File: src/rtl/gen_aludata_fwd_pkg.sv
// Shared constants for the ALU operand generator:
// operand source encodings, register index width, default widths.
package gen_aludata_fwd_pkg;

    typedef enum logic [1:0] {
        OP_TYPE_REG  = 2'b00,
        OP_TYPE_IMM  = 2'b01,
        OP_TYPE_PC   = 2'b10,
        OP_TYPE_ZERO = 2'b11
    } op_type_e;

    localparam int REG_W    = 5;
    localparam int XLEN_DEF = 32;
    localparam int PC_W_DEF = 17;

endpackage

File: src/rtl/gen_aludata_fwd_if.sv
// ID->EX operand bundle: ID request, forwarding sources, EX-side result.
// master = ID/forwarding side, slave = operand generator.
interface gen_aludata_fwd_if
    import gen_aludata_fwd_pkg::*;
#(
    parameter int XLEN    = XLEN_DEF,
    parameter int PC_W    = PC_W_DEF,
    parameter int NUM_FWD = 2,
    parameter int CNT_W   = 16
);
    logic                     flush;
    logic                     in_valid;
    logic                     in_ready;
    logic [XLEN-1:0]          imm;
    logic [1:0]               aluop1_type;
    logic [1:0]               aluop2_type;
    logic [PC_W-1:0]          pc;
    logic [REG_W-1:0]         rs1;
    logic [REG_W-1:0]         rs2;
    logic [XLEN-1:0]          reg_data1;
    logic [XLEN-1:0]          reg_data2;
    logic [NUM_FWD-1:0]       fwd_valid;
    logic [NUM_FWD*REG_W-1:0] fwd_rd;
    logic [NUM_FWD-1:0]       fwd_busy;
    logic [NUM_FWD*XLEN-1:0]  fwd_data;
    logic                     out_valid;
    logic                     out_ready;
    logic [XLEN-1:0]          op1;
    logic [XLEN-1:0]          op2;
    logic [XLEN-1:0]          store_data;
    logic [CNT_W-1:0]         stall_cnt;

    modport master (
        output flush, in_valid, imm, aluop1_type, aluop2_type, pc,
        output rs1, rs2, reg_data1, reg_data2,
        output fwd_valid, fwd_rd, fwd_busy, fwd_data, out_ready,
        input  in_ready, out_valid, op1, op2, store_data, stall_cnt
    );

    modport slave (
        input  flush, in_valid, imm, aluop1_type, aluop2_type, pc,
        input  rs1, rs2, reg_data1, reg_data2,
        input  fwd_valid, fwd_rd, fwd_busy, fwd_data, out_ready,
        output in_ready, out_valid, op1, op2, store_data, stall_cnt
    );

endinterface

File: src/rtl/gen_aludata_fwd_fwd_select.sv
// Priority forwarding match for one source register (index 0 youngest).
// Ports: rs_i/reg_data_i, packed fwd_* sources -> data_o, busy_o.
module gen_aludata_fwd_fwd_select
    import gen_aludata_fwd_pkg::*;
#(
    parameter int XLEN    = XLEN_DEF,
    parameter int NUM_FWD = 2
) (
    input  logic [REG_W-1:0]         rs_i,
    input  logic [XLEN-1:0]          reg_data_i,
    input  logic [NUM_FWD-1:0]       fwd_valid_i,
    input  logic [NUM_FWD*REG_W-1:0] fwd_rd_i,
    input  logic [NUM_FWD-1:0]       fwd_busy_i,
    input  logic [NUM_FWD*XLEN-1:0]  fwd_data_i,
    output logic [XLEN-1:0]          data_o,
    output logic                     busy_o
);

    // Walk oldest to youngest so the lowest matching index wins.
    always_comb begin
        data_o = reg_data_i;
        busy_o = 1'b0;
        for (int i = NUM_FWD - 1; i >= 0; i--) begin
            if (rs_i != '0 && fwd_valid_i[i] &&
                fwd_rd_i[i*REG_W +: REG_W] == rs_i) begin
                data_o = fwd_data_i[i*XLEN +: XLEN];
                busy_o = fwd_busy_i[i];
            end
        end
    end

endmodule

File: src/rtl/gen_aludata_fwd.sv
// ALU operand generator with forwarding, load-use stall and EX register.
// Ports: clk, rst_n (async, active-low), bus (slave side of the bundle).
module gen_aludata_fwd
    import gen_aludata_fwd_pkg::*;
#(
    parameter int XLEN    = XLEN_DEF,
    parameter int PC_W    = PC_W_DEF,
    parameter int NUM_FWD = 2,
    parameter int CNT_W   = 16
) (
    input  logic               clk,
    input  logic               rst_n,
    gen_aludata_fwd_if.slave   bus
);

    logic [XLEN-1:0]  fwd1, fwd2, pc_ext;
    logic [XLEN-1:0]  sel1, sel2;
    logic             busy1, busy2;
    logic             hazard, cap;

    logic             vld_q, vld_d;
    logic [XLEN-1:0]  op1_q, op1_d;
    logic [XLEN-1:0]  op2_q, op2_d;
    logic [XLEN-1:0]  sd_q, sd_d;
    logic [CNT_W-1:0] cnt_q, cnt_d;

    gen_aludata_fwd_fwd_select #(.XLEN(XLEN), .NUM_FWD(NUM_FWD)) u_sel1 (
        .rs_i        (bus.rs1),
        .reg_data_i  (bus.reg_data1),
        .fwd_valid_i (bus.fwd_valid),
        .fwd_rd_i    (bus.fwd_rd),
        .fwd_busy_i  (bus.fwd_busy),
        .fwd_data_i  (bus.fwd_data),
        .data_o      (fwd1),
        .busy_o      (busy1)
    );

    gen_aludata_fwd_fwd_select #(.XLEN(XLEN), .NUM_FWD(NUM_FWD)) u_sel2 (
        .rs_i        (bus.rs2),
        .reg_data_i  (bus.reg_data2),
        .fwd_valid_i (bus.fwd_valid),
        .fwd_rd_i    (bus.fwd_rd),
        .fwd_busy_i  (bus.fwd_busy),
        .fwd_data_i  (bus.fwd_data),
        .data_o      (fwd2),
        .busy_o      (busy2)
    );

    function automatic logic [XLEN-1:0] pick(
        input logic [1:0]      t,
        input logic [XLEN-1:0] r,
        input logic [XLEN-1:0] i,
        input logic [XLEN-1:0] p
    );
        logic [XLEN-1:0] v;
        v = '0;
        unique case (1'b1)
            (t == OP_TYPE_REG): v = r;
            (t == OP_TYPE_IMM): v = i;
            (t == OP_TYPE_PC):  v = p;
            default:            v = '0;
        endcase
        return v;
    endfunction

    assign pc_ext = XLEN'(bus.pc);
    assign sel1   = pick(bus.aluop1_type, fwd1, bus.imm, pc_ext);
    assign sel2   = pick(bus.aluop2_type, fwd2, bus.imm, pc_ext);

    // rs2 is always checked since store_data may need it regardless of op2.
    assign hazard = bus.in_valid &&
                    ((bus.aluop1_type == OP_TYPE_REG && busy1) || busy2);

    assign bus.in_ready = !hazard && (!vld_q || bus.out_ready);
    assign cap          = bus.in_valid && bus.in_ready && !bus.flush;

    always_comb begin
        vld_d = vld_q;
        op1_d = op1_q;
        op2_d = op2_q;
        sd_d  = sd_q;
        cnt_d = cnt_q;
        if (bus.flush) begin
            vld_d = 1'b0;
        end else if (cap) begin
            vld_d = 1'b1;
            op1_d = sel1;
            op2_d = sel2;
            sd_d  = fwd2;
        end else if (vld_q && bus.out_ready) begin
            vld_d = 1'b0;
        end
        if (hazard && !bus.flush && cnt_q != '1) begin
            cnt_d = cnt_q + CNT_W'(1);
        end
    end

    always_ff @(posedge clk or negedge rst_n) begin
        if (!rst_n) begin
            vld_q <= 1'b0;
            op1_q <= '0;
            op2_q <= '0;
            sd_q  <= '0;
            cnt_q <= '0;
        end else begin
            vld_q <= vld_d;
            op1_q <= op1_d;
            op2_q <= op2_d;
            sd_q  <= sd_d;
            cnt_q <= cnt_d;
        end
    end

    assign bus.out_valid  = vld_q;
    assign bus.op1        = op1_q;
    assign bus.op2        = op2_q;
    assign bus.store_data = sd_q;
    assign bus.stall_cnt  = cnt_q;

endmodule

File: src/flat_wrapper.sv
// flat-port wrapper written by rule: the top's interface ports become plain ports
module gen_aludata_fwd_flat import gen_aludata_fwd_pkg::*;
#(
    parameter int XLEN    = XLEN_DEF,
    parameter int PC_W    = PC_W_DEF,
    parameter int NUM_FWD = 2,
    parameter int CNT_W   = 16
)
  (clk, rst_n, bus_flush, bus_in_valid, bus_imm, bus_aluop1_type, bus_aluop2_type, bus_pc, bus_rs1, bus_rs2, bus_reg_data1, bus_reg_data2, bus_fwd_valid, bus_fwd_rd, bus_fwd_busy, bus_fwd_data, bus_out_ready, bus_in_ready, bus_out_valid, bus_op1, bus_op2, bus_store_data, bus_stall_cnt);
  gen_aludata_fwd_if #(.XLEN(XLEN), .PC_W(PC_W), .NUM_FWD(NUM_FWD), .CNT_W(CNT_W)) bus_i ();
  input  logic clk;
  input  logic rst_n;
  input wire logic [$bits(bus_i.flush)-1:0] bus_flush;
  input wire logic [$bits(bus_i.in_valid)-1:0] bus_in_valid;
  input wire logic [$bits(bus_i.imm)-1:0] bus_imm;
  input wire logic [$bits(bus_i.aluop1_type)-1:0] bus_aluop1_type;
  input wire logic [$bits(bus_i.aluop2_type)-1:0] bus_aluop2_type;
  input wire logic [$bits(bus_i.pc)-1:0] bus_pc;
  input wire logic [$bits(bus_i.rs1)-1:0] bus_rs1;
  input wire logic [$bits(bus_i.rs2)-1:0] bus_rs2;
  input wire logic [$bits(bus_i.reg_data1)-1:0] bus_reg_data1;
  input wire logic [$bits(bus_i.reg_data2)-1:0] bus_reg_data2;
  input wire logic [$bits(bus_i.fwd_valid)-1:0] bus_fwd_valid;
  input wire logic [$bits(bus_i.fwd_rd)-1:0] bus_fwd_rd;
  input wire logic [$bits(bus_i.fwd_busy)-1:0] bus_fwd_busy;
  input wire logic [$bits(bus_i.fwd_data)-1:0] bus_fwd_data;
  input wire logic [$bits(bus_i.out_ready)-1:0] bus_out_ready;
  output wire logic [$bits(bus_i.in_ready)-1:0] bus_in_ready;
  output wire logic [$bits(bus_i.out_valid)-1:0] bus_out_valid;
  output wire logic [$bits(bus_i.op1)-1:0] bus_op1;
  output wire logic [$bits(bus_i.op2)-1:0] bus_op2;
  output wire logic [$bits(bus_i.store_data)-1:0] bus_store_data;
  output wire logic [$bits(bus_i.stall_cnt)-1:0] bus_stall_cnt;
  assign bus_i.flush = bus_flush;
  assign bus_i.in_valid = bus_in_valid;
  assign bus_i.imm = bus_imm;
  assign bus_i.aluop1_type = bus_aluop1_type;
  assign bus_i.aluop2_type = bus_aluop2_type;
  assign bus_i.pc = bus_pc;
  assign bus_i.rs1 = bus_rs1;
  assign bus_i.rs2 = bus_rs2;
  assign bus_i.reg_data1 = bus_reg_data1;
  assign bus_i.reg_data2 = bus_reg_data2;
  assign bus_i.fwd_valid = bus_fwd_valid;
  assign bus_i.fwd_rd = bus_fwd_rd;
  assign bus_i.fwd_busy = bus_fwd_busy;
  assign bus_i.fwd_data = bus_fwd_data;
  assign bus_i.out_ready = bus_out_ready;
  assign bus_in_ready = bus_i.in_ready;
  assign bus_out_valid = bus_i.out_valid;
  assign bus_op1 = bus_i.op1;
  assign bus_op2 = bus_i.op2;
  assign bus_store_data = bus_i.store_data;
  assign bus_stall_cnt = bus_i.stall_cnt;
  gen_aludata_fwd #(.XLEN(XLEN), .PC_W(PC_W), .NUM_FWD(NUM_FWD), .CNT_W(CNT_W)) u_core (.clk(clk), .rst_n(rst_n), .bus(bus_i));
endmodule
File: config.mk
export PLATFORM = sky130hd
export DESIGN_NAME = gen_aludata_fwd_flat
export DESIGN_NICKNAME = d
export VERILOG_FILES = /design/src/rtl/gen_aludata_fwd_pkg.sv /design/src/rtl/gen_aludata_fwd_if.sv /design/src/rtl/gen_aludata_fwd_fwd_select.sv /design/src/rtl/gen_aludata_fwd.sv /design/src/flat_wrapper.sv
export SDC_FILE = /design/constraint.sdc
export NUM_CORES = 1
export LEC_CHECK = 0
export ABC_AREA = 0
export ABC_CLOCK_PERIOD_IN_PS = 2650
export CAP_MARGIN = 25
export CORE_ASPECT_RATIO = 0.7
export CORE_MARGIN = 10
export CORE_UTILIZATION = 38
export DETAILED_ROUTE_END_ITERATION = 7
export PLACE_DENSITY_LB_ADDON = 0.08
export SLEW_MARGIN = 20
export SYNTH_ARGS = -nofsm -noshare
export SYNTH_HDL_FRONTEND = slang
export SYNTH_HIERARCHICAL = 1
export SYNTH_SLANG_ARGS = --single-unit
File: constraint.sdc
create_clock -name clk -period 2.65 [get_ports clk]
set_input_delay 0.265 -clock clk [delete_from_list [all_inputs] [get_ports clk]]
set_output_delay 0.265 -clock clk [all_outputs]
set_load 0.05 [all_outputs]
After elaboration in Yosys (flattened, before gate mapping)
Index checks and enable logic that the tools add are counted.
{"block": "totals", "wordCells": 56, "out_inout_bits": 114, "input_bits": 210, "ff_bits": 113}
{"block": "op_classes", "reduce_logical": 27, "bitwise_logic": 1, "n_addsub": 1, "n_eq_ne": 9, "n_mux": 13}
{"cell": "32-bit one-hot mux with 3 select lines", "n": 2}
{"cell": "32-bit 2-to-1 mux", "n": 4}
{"cell": "5-bit == test", "n": 4}
{"cell": "16-bit by 1-bit adder with 16-bit output (second input constant)", "n": 1}
{"cell": "1-bit logical AND", "n": 16}
{"cell": "16-bit inequality test (second input constant)", "n": 1}
{"cell": "5-bit nonzero test", "n": 2}
{"cell": "1-bit 2-to-1 mux", "n": 7}
{"cell": "2-bit by 1-bit == test with 1-bit output (second input constant)", "n": 2}
{"cell": "2-bit == test (second input constant)", "n": 2}
{"cell": "2-bit logical NOT", "n": 2}
{"cell": "1-bit logical NOT", "n": 3}
{"cell": "3-bit nonzero test", "n": 1}
{"cell": "1-bit logical OR", "n": 2}
{"cell": "2-bit AND reduction", "n": 1}
{"cell": "1-bit inverter", "n": 1}

Logic depth before layout (Yosys ltp)
{"block": "depth", "depth_word": 14, "ltp_mapped": 11, "mapped_depth_nobuf": 8}

Modules after synthesis
Netlist, hierarchy kept.
{"mod": "gen_aludata_fwd", "seq_area_each_um2": 2827.7, "area_each_um2": 5584.1, "n_inst": 1, "cells_per_inst": 469}
{"mod": "gen_aludata_fwd_fwd_select", "seq_area_each_um2": 0.0, "area_each_um2": 987.2, "n_inst": 2, "cells_per_inst": 173}

Worst setup path after synthesis
Ideal clock, no wire load.
{"block": "synth_timing", "path_kind": "input to register", "startpoint": "input port bus_rs1[0]", "endpoint": "register u_core.op2_q[0], in the netlist u_core/bus.op2[0]", "path_slack_ps": 22, "setup_time_ps": 128, "t_arrival_ps": 2501, "n_path_buf": 4, "t_required_ps": 2522, "path_stages": 11, "cell_sequence": "buf_2 > xnor2_1 > nand4_1 > or2_1 > buf_4 > a41o_1 > nor3b_4 > nor3_2 > buf_4 > buf_4 > mux2_1"}
{"block": "synth_between", "elab_chain_cells": 13, "elab_cells_between_ends": 17, "cone_classes": "eq/ne (2); mux (2); reduce/logical (13)"}
{"element": "start, declared", "line": "flat_wrapper.sv:19", "source": "input wire logic [$bits(bus_i.rs1)-1:0] bus_rs1;"}
{"element": "5-bit nonzero test", "line": "gen_aludata_fwd_fwd_select.sv:24", "source": "if (rs_i != '0 && fwd_valid_i[i] &&"}
{"element": "1-bit logical AND (2 in a row)", "line": "gen_aludata_fwd_fwd_select.sv:24"}
{"element": "1-bit 2-to-1 mux", "line": "gen_aludata_fwd_fwd_select.sv:24"}
{"element": "1-bit 2-to-1 mux *", "line": "gen_aludata_fwd_fwd_select.sv:24"}
{"element": "via u_core.busy1", "line": "gen_aludata_fwd.sv:18", "source": "logic busy1, busy2;"}
{"element": "1-bit logical AND *", "line": "gen_aludata_fwd.sv:72", "source": "((bus.aluop1_type == OP_TYPE_REG && busy1) || busy2);"}
{"element": "1-bit logical OR *", "line": "gen_aludata_fwd.sv:72"}
{"element": "1-bit logical AND *", "line": "gen_aludata_fwd.sv:71", "source": "assign hazard = bus.in_valid &&"}
{"element": "1-bit logical NOT *", "line": "gen_aludata_fwd.sv:74", "source": "assign bus.in_ready = !hazard && (!vld_q || bus.out_ready);"}
{"element": "1-bit logical AND *", "line": "gen_aludata_fwd.sv:74"}
{"element": "1-bit logical AND * (2 in a row)", "line": "gen_aludata_fwd.sv:75", "source": "assign cap = bus.in_valid && bus.in_ready && !bus.flush;"}
{"element": "2-bit AND reduction (no source line) *"}
{"element": "end signal, assigned", "line": "gen_aludata_fwd.sv:108", "source": "op2_q <= op2_d;"}
{"element": "end, declared", "line": "gen_aludata_fwd.sv:23", "source": "logic [XLEN-1:0] op2_q, op2_d;"}
Mark *: on every way through the listed nets, which the timed path passes. The rest lies on a longest branch.
A chain may end at the register's enable or synchronous reset.

Worst setup path after layout
{"block": "layout_timing", "startpoint": "input port bus_rs1[1]", "endpoint": "register u_core.sd_q[3], in the netlist u_core/bus.store_data[3]"}
{"block": "layout_between", "elab_chain_cells": 13, "elab_cells_between_ends": 17, "cone_classes": "eq/ne (2); mux (2); reduce/logical (13)"}
{"element": "5-bit nonzero test", "line": "gen_aludata_fwd_fwd_select.sv:24"}
{"element": "1-bit logical AND (2 in a row)", "line": "gen_aludata_fwd_fwd_select.sv:24"}
{"element": "1-bit 2-to-1 mux", "line": "gen_aludata_fwd_fwd_select.sv:24"}
{"element": "1-bit 2-to-1 mux *", "line": "gen_aludata_fwd_fwd_select.sv:24"}
{"element": "via u_core.busy1", "line": "gen_aludata_fwd.sv:18"}
{"element": "1-bit logical AND *", "line": "gen_aludata_fwd.sv:72"}
{"element": "1-bit logical OR *", "line": "gen_aludata_fwd.sv:72"}
{"element": "1-bit logical AND *", "line": "gen_aludata_fwd.sv:71"}
{"element": "1-bit logical NOT *", "line": "gen_aludata_fwd.sv:74"}
{"element": "1-bit logical AND *", "line": "gen_aludata_fwd.sv:74"}
{"element": "1-bit logical AND * (2 in a row)", "line": "gen_aludata_fwd.sv:75"}
{"element": "2-bit AND reduction (no source line) *"}
{"element": "end signal, assigned", "line": "gen_aludata_fwd.sv:103", "source": "sd_q <= '0;"}
{"element": "end signal, assigned", "line": "gen_aludata_fwd.sv:109", "source": "sd_q <= sd_d;"}
{"element": "end, declared", "line": "gen_aludata_fwd.sv:24", "source": "logic [XLEN-1:0] sd_q, sd_d;"}
Marked as above.

==> metrics.txt <==
# TYPE chip_impl_metric gauge
chip_impl_info{name="worst_setup_path_start_kind",value="input pin"} 1
chip_impl_metric{name="finalSetupViolations",unit=""} 0
chip_impl_info{name="cp_cell_sequence",value="dlygate4sd2_1 > or4_4 > o211ai_4 > nor3_2 > a41o_1 > nor3b_4 > buf_4 > nor3_4 > buf_6 > buf_12 > buf_12 > buf_16 > mux2_2"} 1
chip_impl_info{name="hold_path_class",value="in2async"} 1
chip_impl_metric{name="n_fill_cell",unit=""} 1712
chip_impl_info{name="post-synth-top-count-cell",value="dfrtp_1"} 1
chip_impl_metric{name="multi_input_comb_area",unit="mm^2"} 0.004362
chip_impl_metric{name="io-pin-count",unit=""} 324
chip_impl_metric{name="p_leak",unit="uW"} 0.005136
chip_impl_metric{name="crit_required",unit="ns"} 2.95
chip_impl_metric{name="initial_utilization",unit=""} 0.3838
chip_impl_info{name="grt_setup_unrepaired",value="yes"} 1
chip_impl_metric{name="netlist-cell-type-count",unit=""} 37
chip_impl_metric{name="report.final.slew_viol_count",unit=""} 0
chip_impl_metric{name="fraction_of_layout_cells_with_a_size_suffix_above_1",unit=""} 0.1861
chip_impl_metric{name="p_seq_frac",unit=""} 0.282
chip_impl_metric{name="holdWs",unit="ns"} 0.4108
chip_impl_metric{name="sequential_cell_area",unit="mm^2"} 0.002828
chip_impl_metric{name="placement.io_buffers",unit=""} 323
chip_impl_info{name="cts.root.buffer_cell",value="clkbuf_16"} 1
chip_impl_metric{name="worst_clock_skew",unit="ns"} 0.007701
chip_impl_metric{name="placement.cell_area",unit="mm^2"} 0.01155
chip_impl_metric{name="detail_route.vias_per_cell",unit=""} 5.711
chip_impl_info{name="timing.critical_path.slowest_stage_cell",value="or4_4"} 1
chip_impl_metric{name="wire_length_of_the_first_global_routing_pass",unit="um"} 53220
chip_impl_info{name="tritoncts",value="done"} 1
chip_impl_metric{name="final_nets",unit=""} 1391
chip_impl_metric{name="die_h",unit="um"} 138
chip_impl_metric{name="avgSynthCellArea",unit="um^2"} 9.274
chip_impl_metric{name="drv_cap",unit=""} 0
chip_impl_metric{name="cts-buffers-inserted",unit=""} 17
chip_impl_metric{name="die_x",unit="um"} 188.6
chip_impl_metric{name="drt_iter0_drc",unit=""} 886
chip_impl_info{name="cp-startpoint",value="bus_rs1[1]"} 1
chip_impl_info{name="yosys.area.top_type",value="dfrtp_1"} 1
chip_impl_metric{name="critPathMaxFanout",unit=""} 6
chip_impl_metric{name="power.density_cell_area",unit="mW/mm^2"} 632.6
chip_impl_metric{name="die_area",unit="mm^2"} 0.02602
chip_impl_metric{name="max_stage_delay",unit="ns"} 0.57
chip_impl_metric{name="timing_hold_violations_final",unit=""} 0
chip_impl_metric{name="clock_transition_at_the_registers_of_the_reported_paths",unit="ns"} 0.06
chip_impl_metric{name="routed_wirelength",unit="um"} 35460
chip_impl_info{name="synth.area.top_cells",value="dfrtp_1, mux2_2, mux2i_1"} 1
chip_impl_metric{name="number_of_synthesized_flops_with_an_enable_pin",unit=""} 0
chip_impl_metric{name="gp_routability_congestion",unit=""} 0.8675
chip_impl_info{name="dominantRegCellSynth",value="dfrtp_1"} 1
chip_impl_info{name="cp-end-kind",value="flop"} 1
chip_impl_metric{name="grt_pass1_vias",unit=""} 8449
chip_impl_info{name="path_common_cell",value="buf_12"} 1
chip_impl_metric{name="vdd_ir_drop_max",unit="mV"} 0.4352
chip_impl_metric{name="final_non_filler_cells",unit=""} 1465
chip_impl_info{name="critical_path.reg2reg.startpoint",value="u_core/bus.stall_cnt[0]"} 1
chip_impl_metric{name="clock_tree.buffer_depth",unit=""} 2
chip_impl_metric{name="antenna_found_initial",unit=""} 4
chip_impl_metric{name="fin_total_pwr",unit="uW"} 7850
chip_impl_metric{name="synth_async_sr_flop_share",unit=""} 1.000
chip_impl_metric{name="ys_seq_elements",unit=""} 113
chip_impl_metric{name="cp_arrival",unit="ns"} 2.91
chip_impl_metric{name="cp_num_buf_inv",unit=""} 6
chip_impl_metric{name="drt_pre_antenna_iters",unit=""} 5
chip_impl_info{name="run_status",value="complete, no violations"} 1
chip_impl_metric{name="global_route.overflow_total",unit=""} 0
chip_impl_metric{name="clock_latency",unit="ns"} 0.42
chip_impl_metric{name="synthesized_instance_count",unit=""} 815
chip_impl_metric{name="fmax",unit="GHz"} 0.3828
chip_impl_metric{name="core.rowCount",unit=""} 43
chip_impl_metric{name="comb_power_share",unit=""} 0.411
chip_impl_metric{name="core-area",unit="mm^2"} 0.01969
chip_impl_metric{name="global_route.usage.total",unit=""} 0.2608
chip_impl_metric{name="max-slew-margin-rel",unit=""} 0.5680
chip_impl_metric{name="clock_power_share",unit=""} 0.307
chip_impl_metric{name="netlist_area_pre_place",unit="mm^2"} 0.007558
chip_impl_metric{name="numPlacedInstances",unit=""} 1421
chip_impl_metric{name="post_drt_wl_per_cell",unit="um"} 24.20
chip_impl_metric{name="final_cell_area",unit="mm^2"} 0.01241
chip_impl_metric{name="switching_power",unit="uW"} 3016
chip_impl_metric{name="p_sw_frac",unit=""} 0.3842
chip_impl_metric{name="layout-area-overhead-vs-synth",unit="%"} 64.18
chip_impl_metric{name="synth_top_area_frac",unit=""} 0.3741
chip_impl_metric{name="synth-warning-count",unit=""} 6
chip_impl_metric{name="final_min_period_over_clock_period",unit=""} 0.9858
chip_impl_metric{name="hpwlAfterDp",unit="um"} 25350
chip_impl_info{name="setup.worst_path.class",value="in2reg"} 1
chip_impl_info{name="crit_family",value="simple AND/OR/NAND/NOR gates"} 1
chip_impl_info{name="ys_top_cells_by_count",value="dfrtp_1, o21ai_0, nor3_1, mux2_2, nand3_1"} 1
chip_impl_metric{name="syn-num-nets",unit=""} 1026
chip_impl_metric{name="number_of_nets_still_failing_antenna_checks_after_routing",unit=""} 0
chip_impl_metric{name="period_minus_slack",unit="ns"} 2.612
chip_impl_metric{name="drc",unit=""} 0
chip_impl_metric{name="clock_sink_count",unit=""} 113
chip_impl_metric{name="totalNegativeSetupSlack",unit="ns"} 0
chip_impl_metric{name="overall_via_count_from_detail_route",unit=""} 8367
chip_impl_metric{name="seq_area_frac_synth",unit=""} 0.3741
chip_impl_metric{name="cts_htree_levels",unit=""} 4
chip_impl_metric{name="pin_count_of_the_biggest_net_entering_global_routing",unit=""} 47
chip_impl_metric{name="worst_pin_slew",unit="ns"} 0.6480
chip_impl_metric{name="internal-power",unit="uW"} 4835
-- worst register-to-register path: stages, from the launching register on --
cell     delay [ns]
dfrtp_1        0.39
ha_1           0.26
nand4_1        0.22
nor3_1         0.45
nor4_1         0.14
xor2_1         0.18
-- power groups by stage --
stage / sequential [uW] / combinational (uW) / clock [uW]
2_1_floorplan: 3280 / 679 / 0
3_3_place_gp: 2230 / 3160 / 0
3_5_place_dp: 2230 / 3170 / 0
4_1_cts: 2210 / 3220 / 2440
5_1_grt: 2250 / 3350 / 2520
6_report: 2210 / 3230 / 2410
-- placed cells by master (no fill, tap or decap), types with 11 or more instances in the layout --
master	synthesis	layout
a31oi_1	64	64
buf_12	0	15
buf_4	6	81
clkbuf_16	0	17
clkdlybuf4s50_1	0	304
dfrtp_1	113	113
mux2_1	29	28
mux2_2	69	69
mux2i_1	64	64
nand2_1	43	43
nand3_1	68	68
nor2_1	32	32
nor3_1	74	73
o21ai_0	89	88
o21ai_1	10	11
xnor2_1	20	20
xor2_1	14	14
-- timing repair --
item	in CTS	in global routing
hold buffers	1	0
cloned	3	0
hold endpoints to repair	43	0
setup endpoints to repair	98	12
buffers inserted	4	2
gates resized for setup	12	17
pin swaps	4	8
-- layer usage --
metal / vias up / share of wire / track usage
met2: 533 / 0.44 / 0.3998
li1: 3745 / - / -
met5: - / 0.00037 / 0
met1: 4030 / 0.42 / 0.3416
met3: 57 / 0.11 / 0.08593
met4: 2 / 0.022 / 0.07705
-- flip-flops by register name, indices dropped and copies added, names as in the netlist --
signal                 count
u_core/bus.op1            32
u_core/bus.out_valid       1
u_core/bus.stall_cnt      16
u_core/bus.op2            32
u_core/bus.store_data     32
-- cell type report --
type / instances / share of cell area
clock inverters: 14 / 0.01442
repair buffers: 424 / 0.3426
flip-flops and latches: 113 / 0.2279
diodes: 2 / 0.0004033
inverters: 2 / 0.0006050
well taps: 270 / 0.02722
clock buffers: 18 / 0.03539
multi-input cells: 622 / 0.3515
-- path summary, 6_finish.rpt --
check	cells after the start	slack, ns	end
min in group clk	3	0.46	u_core/bus.op2[27]
worst min-delay path	2	0.41	u_core/bus.store_data[4]
worst max-delay path	13	0.04	u_core/bus.store_data[3]
worst max register to register	5	0.88	u_core/bus.stall_cnt[7]
max in group asynchronous	3	1.40	u_core/bus.op2[2]
worst min register to register	1	0.49	u_core/bus.op2[10]
-- through the flow --
stage	worst slack, ns	utilization
after floorplan	0.02176	-
after global placement	-0.4807	0.5867
after detailed placement	-0.5428	0.5867
after CTS	0.003930	0.6264
after global routing	-0.01356	0.6302
final	0.03757	0.6302
-- kinds of logic after synthesis --
family / synth area share
AND/OR/NAND/NOR: 0.1665
AO/OA/AOI/OAI: 0.1326
multiplexers: 0.2308
flip-flops: 0.3741
buffers and inverters: 0.05496
XOR/XNOR: 0.03940
adder cells (fa/ha/maj): 0.001655
No activity file was read; power rests on OpenSTA's default activity.
